## src/rtl/mips_pkg.sv

```systemverilog
// Shared fetch-stage types and constants for the MIPS core.
package mips_pkg;

  localparam int PC_W     = 32;
  localparam int BR_SHIFT = 2;

  typedef enum logic [1:0] {
    BOOT  = 2'd0,
    FETCH = 2'd1,
    HOLD  = 2'd2,
    FAULT = 2'd3
  } state_t;

  // Word-offset branch immediate -> sign-extended byte offset.
  function automatic logic [PC_W-1:0] br_byte_off(input logic [15:0] off);
    return {{(PC_W-16-BR_SHIFT){off[15]}}, off, {BR_SHIFT{1'b0}}};
  endfunction

endpackage

```

## src/rtl/pc_next_sel.sv

```systemverilog
// Next-PC selection: branch target, redirect priority mux, alignment check.
module pc_next_sel
  import mips_pkg::*;
(
  input  logic [PC_W-1:0] pc,
  input  logic            jump,
  input  logic [PC_W-1:0] jump_target,
  input  logic            branch,
  input  logic [15:0]     branch_off,
  input  logic            jr,
  input  logic [PC_W-1:0] jr_addr,
  input  logic            pend_vld,
  input  logic [PC_W-1:0] pend_addr,
  output logic [3:0]      pc_plus4_hi,
  output logic            redir_vld,
  output logic [PC_W-1:0] redir_addr,
  output logic [PC_W-1:0] next_pc,
  output logic            misaligned
);

  logic [PC_W-1:0] pc_plus4;
  logic [PC_W-1:0] br_tgt;

  assign pc_plus4    = pc + 32'd4;
  assign br_tgt      = pc_plus4 + br_byte_off(branch_off);
  assign pc_plus4_hi = pc_plus4[31:28];

  // Current-cycle redirect beats the stored one; jr > jump > branch.
  always_comb begin
    redir_vld  = jr | jump | branch;
    redir_addr = br_tgt;
    if (jr)        redir_addr = jr_addr;
    else if (jump) redir_addr = jump_target;

    next_pc = pc_plus4;
    if (redir_vld)     next_pc = redir_addr;
    else if (pend_vld) next_pc = pend_addr;

    misaligned = |next_pc[1:0];
  end

endmodule

```

## src/rtl/pc_sequencer.sv

```systemverilog
// Fetch-stage PC sequencer: holds the PC, drives the imem handshake and
// applies sequential/branch/jump/register-jump redirects.
module pc_sequencer
  import mips_pkg::*;
#(
  parameter logic [31:0] RESET_PC = 32'h0000_0000
) (
  input  logic        clk,
  input  logic        rst_n,
  input  logic        stall,
  input  logic        jump,
  input  logic [31:0] jump_target,
  input  logic        branch,
  input  logic [15:0] branch_off,
  input  logic        jr,
  input  logic [31:0] jr_addr,
  input  logic        imem_ready,
  output logic        imem_req,
  output logic [31:0] imem_addr,
  output logic [31:0] pc,
  output logic [3:0]  pc_plus4_hi,
  output logic        fetch_fire,
  output logic        fault
);

  state_t          state, state_nxt;
  logic            pend_vld;
  logic [PC_W-1:0] pend_addr;
  logic            redir_vld;
  logic [PC_W-1:0] redir_addr;
  logic [PC_W-1:0] next_pc;
  logic            misaligned;
  logic            advance;

  pc_next_sel u_sel (
    .pc          (pc),
    .jump        (jump),
    .jump_target (jump_target),
    .branch      (branch),
    .branch_off  (branch_off),
    .jr          (jr),
    .jr_addr     (jr_addr),
    .pend_vld    (pend_vld),
    .pend_addr   (pend_addr),
    .pc_plus4_hi (pc_plus4_hi),
    .redir_vld   (redir_vld),
    .redir_addr  (redir_addr),
    .next_pc     (next_pc),
    .misaligned  (misaligned)
  );

  assign advance   = (state == FETCH) && imem_ready && !stall;
  assign imem_addr = pc;

  // State register; reset forces BOOT so imem_req drops asynchronously.
  always_ff @(posedge clk or negedge rst_n) begin
    if (!rst_n) state <= BOOT;
    else        state <= state_nxt;
  end

  // Next-state and request decode.
  always_comb begin
    state_nxt = state;
    imem_req  = 1'b0;
    case (state)
      BOOT:  state_nxt = FETCH;
      FETCH: begin
        imem_req = 1'b1;
        if (imem_ready) begin
          if (stall)           state_nxt = HOLD;
          else if (misaligned) state_nxt = FAULT;
        end
      end
      HOLD:  if (!stall) state_nxt = FETCH;
      FAULT: state_nxt = FAULT;
      default: state_nxt = BOOT;
    endcase
  end

  // PC, pending redirect and status flags. A misaligned target never reaches
  // the PC; it only raises the sticky fault.
  always_ff @(posedge clk or negedge rst_n) begin
    if (!rst_n) begin
      pc         <= RESET_PC;
      pend_vld   <= 1'b0;
      pend_addr  <= '0;
      fetch_fire <= 1'b0;
      fault      <= 1'b0;
    end else begin
      fetch_fire <= 1'b0;
      if (advance) begin
        pend_vld <= 1'b0;
        if (misaligned) begin
          fault <= 1'b1;
        end else begin
          pc         <= next_pc;
          fetch_fire <= 1'b1;
        end
      end else if (redir_vld && state != FAULT) begin
        pend_vld  <= 1'b1;
        pend_addr <= redir_addr;
      end
    end
  end

endmodule

```

## config.mk

```make
export PLATFORM = sky130hd
export DESIGN_NAME = pc_sequencer
export DESIGN_NICKNAME = d
export VERILOG_FILES = /design/src/rtl/mips_pkg.sv /design/src/rtl/pc_next_sel.sv /design/src/rtl/pc_sequencer.sv
export SDC_FILE = /design/constraint.sdc
export NUM_CORES = 1
export LEC_CHECK = 0
export ABC_AREA = 1
export CORE_MARGIN = 2
export CORE_UTILIZATION = 32
export CTS_BUF_LIST = sky130_fd_sc_hd__clkbuf_2 sky130_fd_sc_hd__clkbuf_4 sky130_fd_sc_hd__clkbuf_8
export CTS_CLUSTER_SIZE = 20
export DETAILED_ROUTE_END_ITERATION = 10
export DONT_BUFFER_PORTS = 1
export GPL_ROUTABILITY_DRIVEN = 0
export PLACE_DENSITY = 0.47
export SYNTH_ARGS = -nofsm -noshare
export SYNTH_HDL_FRONTEND = slang
export SYNTH_SLANG_ARGS = --single-unit
```

## constraint.sdc

```tcl
create_clock -name clk -period 4 [get_ports clk]
set_input_delay 1.2 -clock clk [delete_from_list [all_inputs] [get_ports clk]]
set_output_delay 1.2 -clock clk [all_outputs]
set_load 0.01 [all_outputs]
```

# Yosys cells after proc, flatten, opt, wreduce, memory -nomap -nowiden
# Index checks and enable logic that the tools add are counted.
# Widths: inputs -> output; s select.
dict set report word_totals {
  out_inout_bits 71
  register_bits 69
  inputBits 87
  elab_cells 44
}
dict set report op_classes {
  mux 14
  n_reduce_logical 11
  n_eq_ne 7
  add_sub_neg 2
  n_bitwise 4
}
# cell count
set ops {}
lappend ops {{$mux 32} 4}
lappend ops {{$add 32x3->32 const B} 1}
lappend ops {{$add 32x32->32} 1}
lappend ops {{$mux 2} 4}
lappend ops {{$pmux 2 s4} 1}
lappend ops {{$ne 2x2->1 const B} 3}
lappend ops {{$reduce_and 2->1} 3}
lappend ops {{$mux 1} 5}
lappend ops {{$eq 2x2->1 const B} 2}
lappend ops {{$logic_and 1x1->1} 3}
lappend ops {{$ne 3x3->1 const B} 1}
lappend ops {{$reduce_and 3->1} 1}
lappend ops {{$eq 2x1->1 const B} 1}
lappend ops {{$logic_not 2->1} 1}
lappend ops {{$not 1->1} 2}
lappend ops {{$or 1x1->1} 2}
lappend ops {{$reduce_bool 2->1} 1}
lappend ops {{$reduce_or 2->1} 1}
lappend ops {{$logic_not 1->1} 1}

# Logic depth before layout (Yosys ltp)
dict set report depth {
  word_depth 10
  mapped_depth 26
  depth_no_buf 26
}

# By module
# From an unflattened synthesis, not the netlist that was laid out.
dict set report hier_totals {
  hier_cells 1181
  area_unflattened_um2 7173.1
}
# mod area_per_inst_um2 cells_each n_inst
set modules_own_cells {}
lappend modules_own_cells {pc_next_sel 4219.0 851 1}
lappend modules_own_cells {pc_sequencer 2954.1 330 1}

# Worst setup path before layout
# Ideal clock, no wire load.
dict set report synth_path {
  path_type {flip-flop to flip-flop}
  startpoint {register pc[2], in the netlist imem_addr[2]}
  endpoint {register pc[31], in the netlist imem_addr[31]}
  slack_ns 1.059
  arrival_time_ns 2.863
  path_buffers 0
  period_less_slack_ns 2.941
  path_stages_with_launch 26
  setup_ns 0.077
  t_required_ns 3.923
  path_cell_list {dfrtp_1 > ha_1 > nand2_1 > inv_1 > nand3_1 > nor2_2 > nand2_2 > nor2_4 > nand2_1 > xor2_1 > inv_1 > ha_1 > inv_1 > nor3_1 > nand2_1 > inv_1 > nand2_1 > nand2_1 > inv_1 > nand2_1 > nand2_1 > nand3_1 > nand2_1 > nand2_1 > nand2_1 > a21oi_1}
}
dict set report synth_between {
  elab_chain_cells 5
}
# element line_no
set synth_lines {}
lappend synth_lines {{start, declared} pc_sequencer.sv:20} ;# output logic [31:0] pc,
lappend synth_lines {{start signal, assigned} pc_sequencer.sv:96} ;# pc <= next_pc;
lappend synth_lines {{$add 32x3->32} pc_next_sel.sv:24} ;# assign pc_plus4 = pc + 32'd4;
lappend synth_lines {{net pc_plus4_hi[2]} pc_sequencer.sv:21} ;# output logic [3:0] pc_plus4_hi,
lappend synth_lines {{$add 32x32->32} pc_next_sel.sv:25} ;# assign br_tgt = pc_plus4 + br_byte_off(branch_off);
lappend synth_lines {{$mux 32} pc_next_sel.sv:33} ;# else if (jump) redir_addr = jump_target;
lappend synth_lines {{$mux 32} pc_next_sel.sv:32} ;# if (jr) redir_addr = jr_addr;
lappend synth_lines {{$mux 32} pc_next_sel.sv:36} ;# if (redir_vld) next_pc = redir_addr;
# The timed path passes the listed nets, and every way through them passes these cells.
# A chain may end at the register's enable or synchronous reset.

# Final worst setup path
dict set report layout_path {
  startpoint {register pc[9], in the netlist imem_addr[9]}
  endpoint {register pend_addr[28]}
}
dict set report layout_between {
  elab_chain_cells 4
}
# element line_no
set layout_lines {}
lappend layout_lines {{$add 32x3->32} pc_next_sel.sv:24}
lappend layout_lines {{$add 32x32->32} pc_next_sel.sv:25}
lappend layout_lines {{$mux 32} pc_next_sel.sv:33}
lappend layout_lines {{$mux 32} pc_next_sel.sv:32}
lappend layout_lines {{end signal, assigned} pc_sequencer.sv:101} ;# pend_addr <= redir_addr;
lappend layout_lines {{end, declared} pc_sequencer.sv:28} ;# logic [PC_W-1:0] pend_addr;
# No other way between the ends.

==> results.json <==
{
  "outcome": "finished clean",
  "p_per_area_nw_per_um2": 677,
  "r2r_setup_slack_ns": 0.47,
  "drc": 0,
  "port_buffers": 0,
  "p_clk_share_pct": 12.7,
  "cts_made_buffers": 9,
  "yosys.area.top_type": "dfrtp_1",
  "tritoncts": "yes",
  "cpMaxStageDelayCell": "dfrtp_2",
  "synth_top_area_share_pct": 25.1,
  "grt_util_all_layers_pct": 22.2,
  "switching_share_pct": 52.9,
  "hp-class": "reg2reg",
  "drv_slew": 0,
  "cap_violations": 0,
  "comb_power_share_pct": 60.4,
  "worst_setup_path_start_kind": "flop",
  "chipHeight_um": 151,
  "cp.required_ns": 4.21,
  "yosysUniqueCellTypes": 38,
  "synth_ff_type": "dfrtp_1",
  "synthCells": 1129,
  "power.internal_mw": 2.32,
  "synth-seq-cells": 69,
  "path_class": "reg2reg",
  "r2r_cells": 22,
  "fmax_mhz": 283,
  "dp_hpwl_mm": 19.2,
  "routedWlPerCell_um": 17.8,
  "firstDrtPassIters": 5,
  "clock_latency_ns": 0.37,
  "seqPwrFrac_pct": 26.8,
  "ant_nets": 0,
  "synth-edff-count": 0,
  "ios": 158,
  "dpl_cell_area_um2": 7040,
  "fin_crit_ns": 3.53,
  "holdCritStartpoint": "pend_addr[9]$_DFFE_PN0P_",
  "grt_start_max_net_pins": 70,
  "start_util_pct": 32.6,
  "yosysMostFrequentCell": "nand2_1",
  "setup_viol": 0,
  "cp_max_fo": 6,
  "power_switching_mw": 2.60,
  "syn_to_final_growth_pct": 5.45,
  "tightest_slew_ns": 0.856,
  "synth-async-reset-ratio_pct": 100,
  "grt_pass1_wl_mm": 38.3,
  "rows": 53,
  "ys_top_cells_by_area": "dfrtp_1, nand2_1, nor2_1, a21oi_1, ha_1",
  "layout.cells.non_filler": 1380,
  "clockBufferDepth": 2,
  "clock_skew_ns": 0.0157,
  "hold_viol_final": 0,
  "clock_sinks": 69,
  "yosys-top-cells-count": "nand2_1, nor2_1, inv_1, a21oi_1, o21ai_0",
  "die-area_um2": 22700,
  "syn-num-nets": 1254,
  "drt-total-wl_mm": 24.5,
  "vdd_drop_max_uv": 369,
  "cts.clk_slew.worst_paths_ns": 0.08,
  "synth-simple-area-share_pct": 34.5,
  "post-place-ws_ns": 0.313,
  "vias": 6871,
  "synth_fa_ha_area_share_pct": 7.02,
  "syn_area_per_cell_um2": 6.10,
  "yosysSeqAreaShare_pct": 25.1,
  "synth_top_family_by_area": "simple AND/OR/NAND/NOR gates",
  "total_power_mw": 4.91,
  "synth-compound-area-share_pct": 16.2,
  "via_per_inst": 4.98,
  "setup_tns_ns": 0,
  "path_cells": "nand2_1 -> nor2_2 -> nand2_1 -> nor2_1 -> nand2_1 -> nor2_1 -> nand2_1 -> xor2_1 -> inv_1 -> ha_1 -> a21oi_1 -> o21ai_0 -> nand2_1 -> nand2_1 -> a21oi_1 -> nand2_1 -> nand2_1 -> nand3_1 -> nand2_1 -> nand2_1 -> nand2_1 -> o21ai_0",
  "final_area_um2": 7260,
  "gr-total-overflow": 0,
  "r2r_start": "imem_addr[9]$_DFFE_PN0P_",
  "yosys.area_share.xor_xnor_pct": 4.56,
  "antenna_found_initial": 0,
  "muxShareOfSynthArea_pct": 0,
  "hold_path_depth": 2,
  "fin_ws_ns": 0.467,
  "first_iter_violations": 439,
  "cts_max_level": 3,
  "slew_headroom_pct": 42.8,
  "critPathMostFrequentCell": "nand2_1",
  "hold-path-endpoint": "pend_addr[9]$_DFFE_PN0P_",
  "ys_warn_count": 0,
  "cpPeakStageDelay_ns": 0.49,
  "syn_area_um2": 6880,
  "nNetsFinal": 1225,
  "place_inst": 1364,
  "cp.arrival_ns": 3.74,
  "grt_pass1_vias": 6687,
  "reg2reg_to": "pend_addr[28]$_DFFE_PN0P_",
  "fin_crit_sh_pct": 88.3,
  "fp.dieW_um": 151,
  "rsz0062_at_grt": "no",
  "clock-root-buffer": "clkbuf_8",
  "power.leakage_nw": 3.68,
  "endpoint_kind": "flop",
  "core_area_um2": 21100,
  "antennaDiodeCount": 0,
  "drive_above_1_share_pct": 6.97
}
## registers in the layout (all words and copies together), names as in the netlist
| name | count |
|---|---|
| imem_addr | 32 |
| pend_addr | 32 |
| state | 2 |
| fault | 1 |
| fetch_fire | 1 |
| pend_vld | 1 |
## power groups by stage
| stage | clock network, mW | registers, mW | logic (mW) |
|---|---|---|---|
| floorplan | 0 | 1.32 | 2.23 |
| global placement | 0 | 1.33 | 2.98 |
| detailed placement | 0 | 1.33 | 2.97 |
| CTS | 0.644 | 1.32 | 2.99 |
| global route | 0.671 | 1.37 | 3.41 |
| finish | 0.626 | 1.32 | 2.97 |
## repair_timing
action,4_1_cts,5_1_grt
resized for setup,0,6
hold buffers,0,0
endpoints found under the setup margin,0,13
setup buffers,0,0
## critical path, delay by kind of cell, from the launching register on
kind	cells	cell delay, ns
XOR/XNOR	1	0.24
AND/OR/NAND/NOR	15	1.62
buffers and inverters	1	0.13
adder cells (fa/ha/maj)	1	0.31
AO/OA/AOI/OAI	4	0.59
flip-flops	1	0.49
## layer usage
| metal | share of wire (%) | track usage [%] |
|---|---|---|
| met4 | 1.5 | 4.35 |
| met5 | 0 | 0 |
| met3 | 6.6 | 5.06 |
| met2 | 47 | 37.3 |
| met1 | 45 | 29.3 |
## kinds of logic (layout without fill, tap and decap cells)
family          after synthesis  after routing
fa+ha+maj                    38             38
buf+inv                     194            170
flops                        69             69
xor+xnor                     35             35
simple gates                583            583
compound gates              210            210
## area by class of cell
cell class              instances  area, um^2
multi-input cells             866        4290
flip-flops and latches         69        1730
clock buffers                  11         151
well taps                     275         344
inverters                     126         473
repair buffers                 28         210
fillers                      2416       13800
clock inverters                 5        58.8
## layout by cell type, fill, tap and decap left out, types with 8 or more instances in the layout
master      n
nand2_1   334
dfrtp_1    65
nand4_1     8
clkbuf_8   11
inv_1     119
xor2_1     27
ha_1       37
nor2_1    158
o21ai_0    77
o21ai_1    10
nand3_1    53
a21oi_1    97
a31oi_1    10
buf_4      28
## worst max-delay path by stage
stage / from / to
finish: imem_addr[9]$_DFFE_PN0P_ / pend_addr[28]$_DFFE_PN0P_
global route: imem_addr[4]$_DFFE_PN0P_ / pend_addr[28]$_DFFE_PN0P_
CTS: imem_addr[10]$_DFFE_PN0P_ / pend_addr[28]$_DFFE_PN0P_
detailed placement: imem_addr[10]$_DFFE_PN0P_ / pend_addr[28]$_DFFE_PN0P_
global placement: imem_addr[10]$_DFFE_PN0P_ / pend_addr[28]$_DFFE_PN0P_
floorplan: imem_addr[2]$_DFFE_PN0P_ / imem_addr[31]$_DFFE_PN0P_
## metrics by stage
step           util (%)  hold slack (ns)
5_1_grt            34.4            0.497
3_5_place_dp       33.4            0.461
4_1_cts            34.4            0.482
2_1_floorplan         -            0.444
6_report           34.4            0.488
3_3_place_gp       33.4            0.464
No activity file was read; power rests on OpenSTA's default activity.
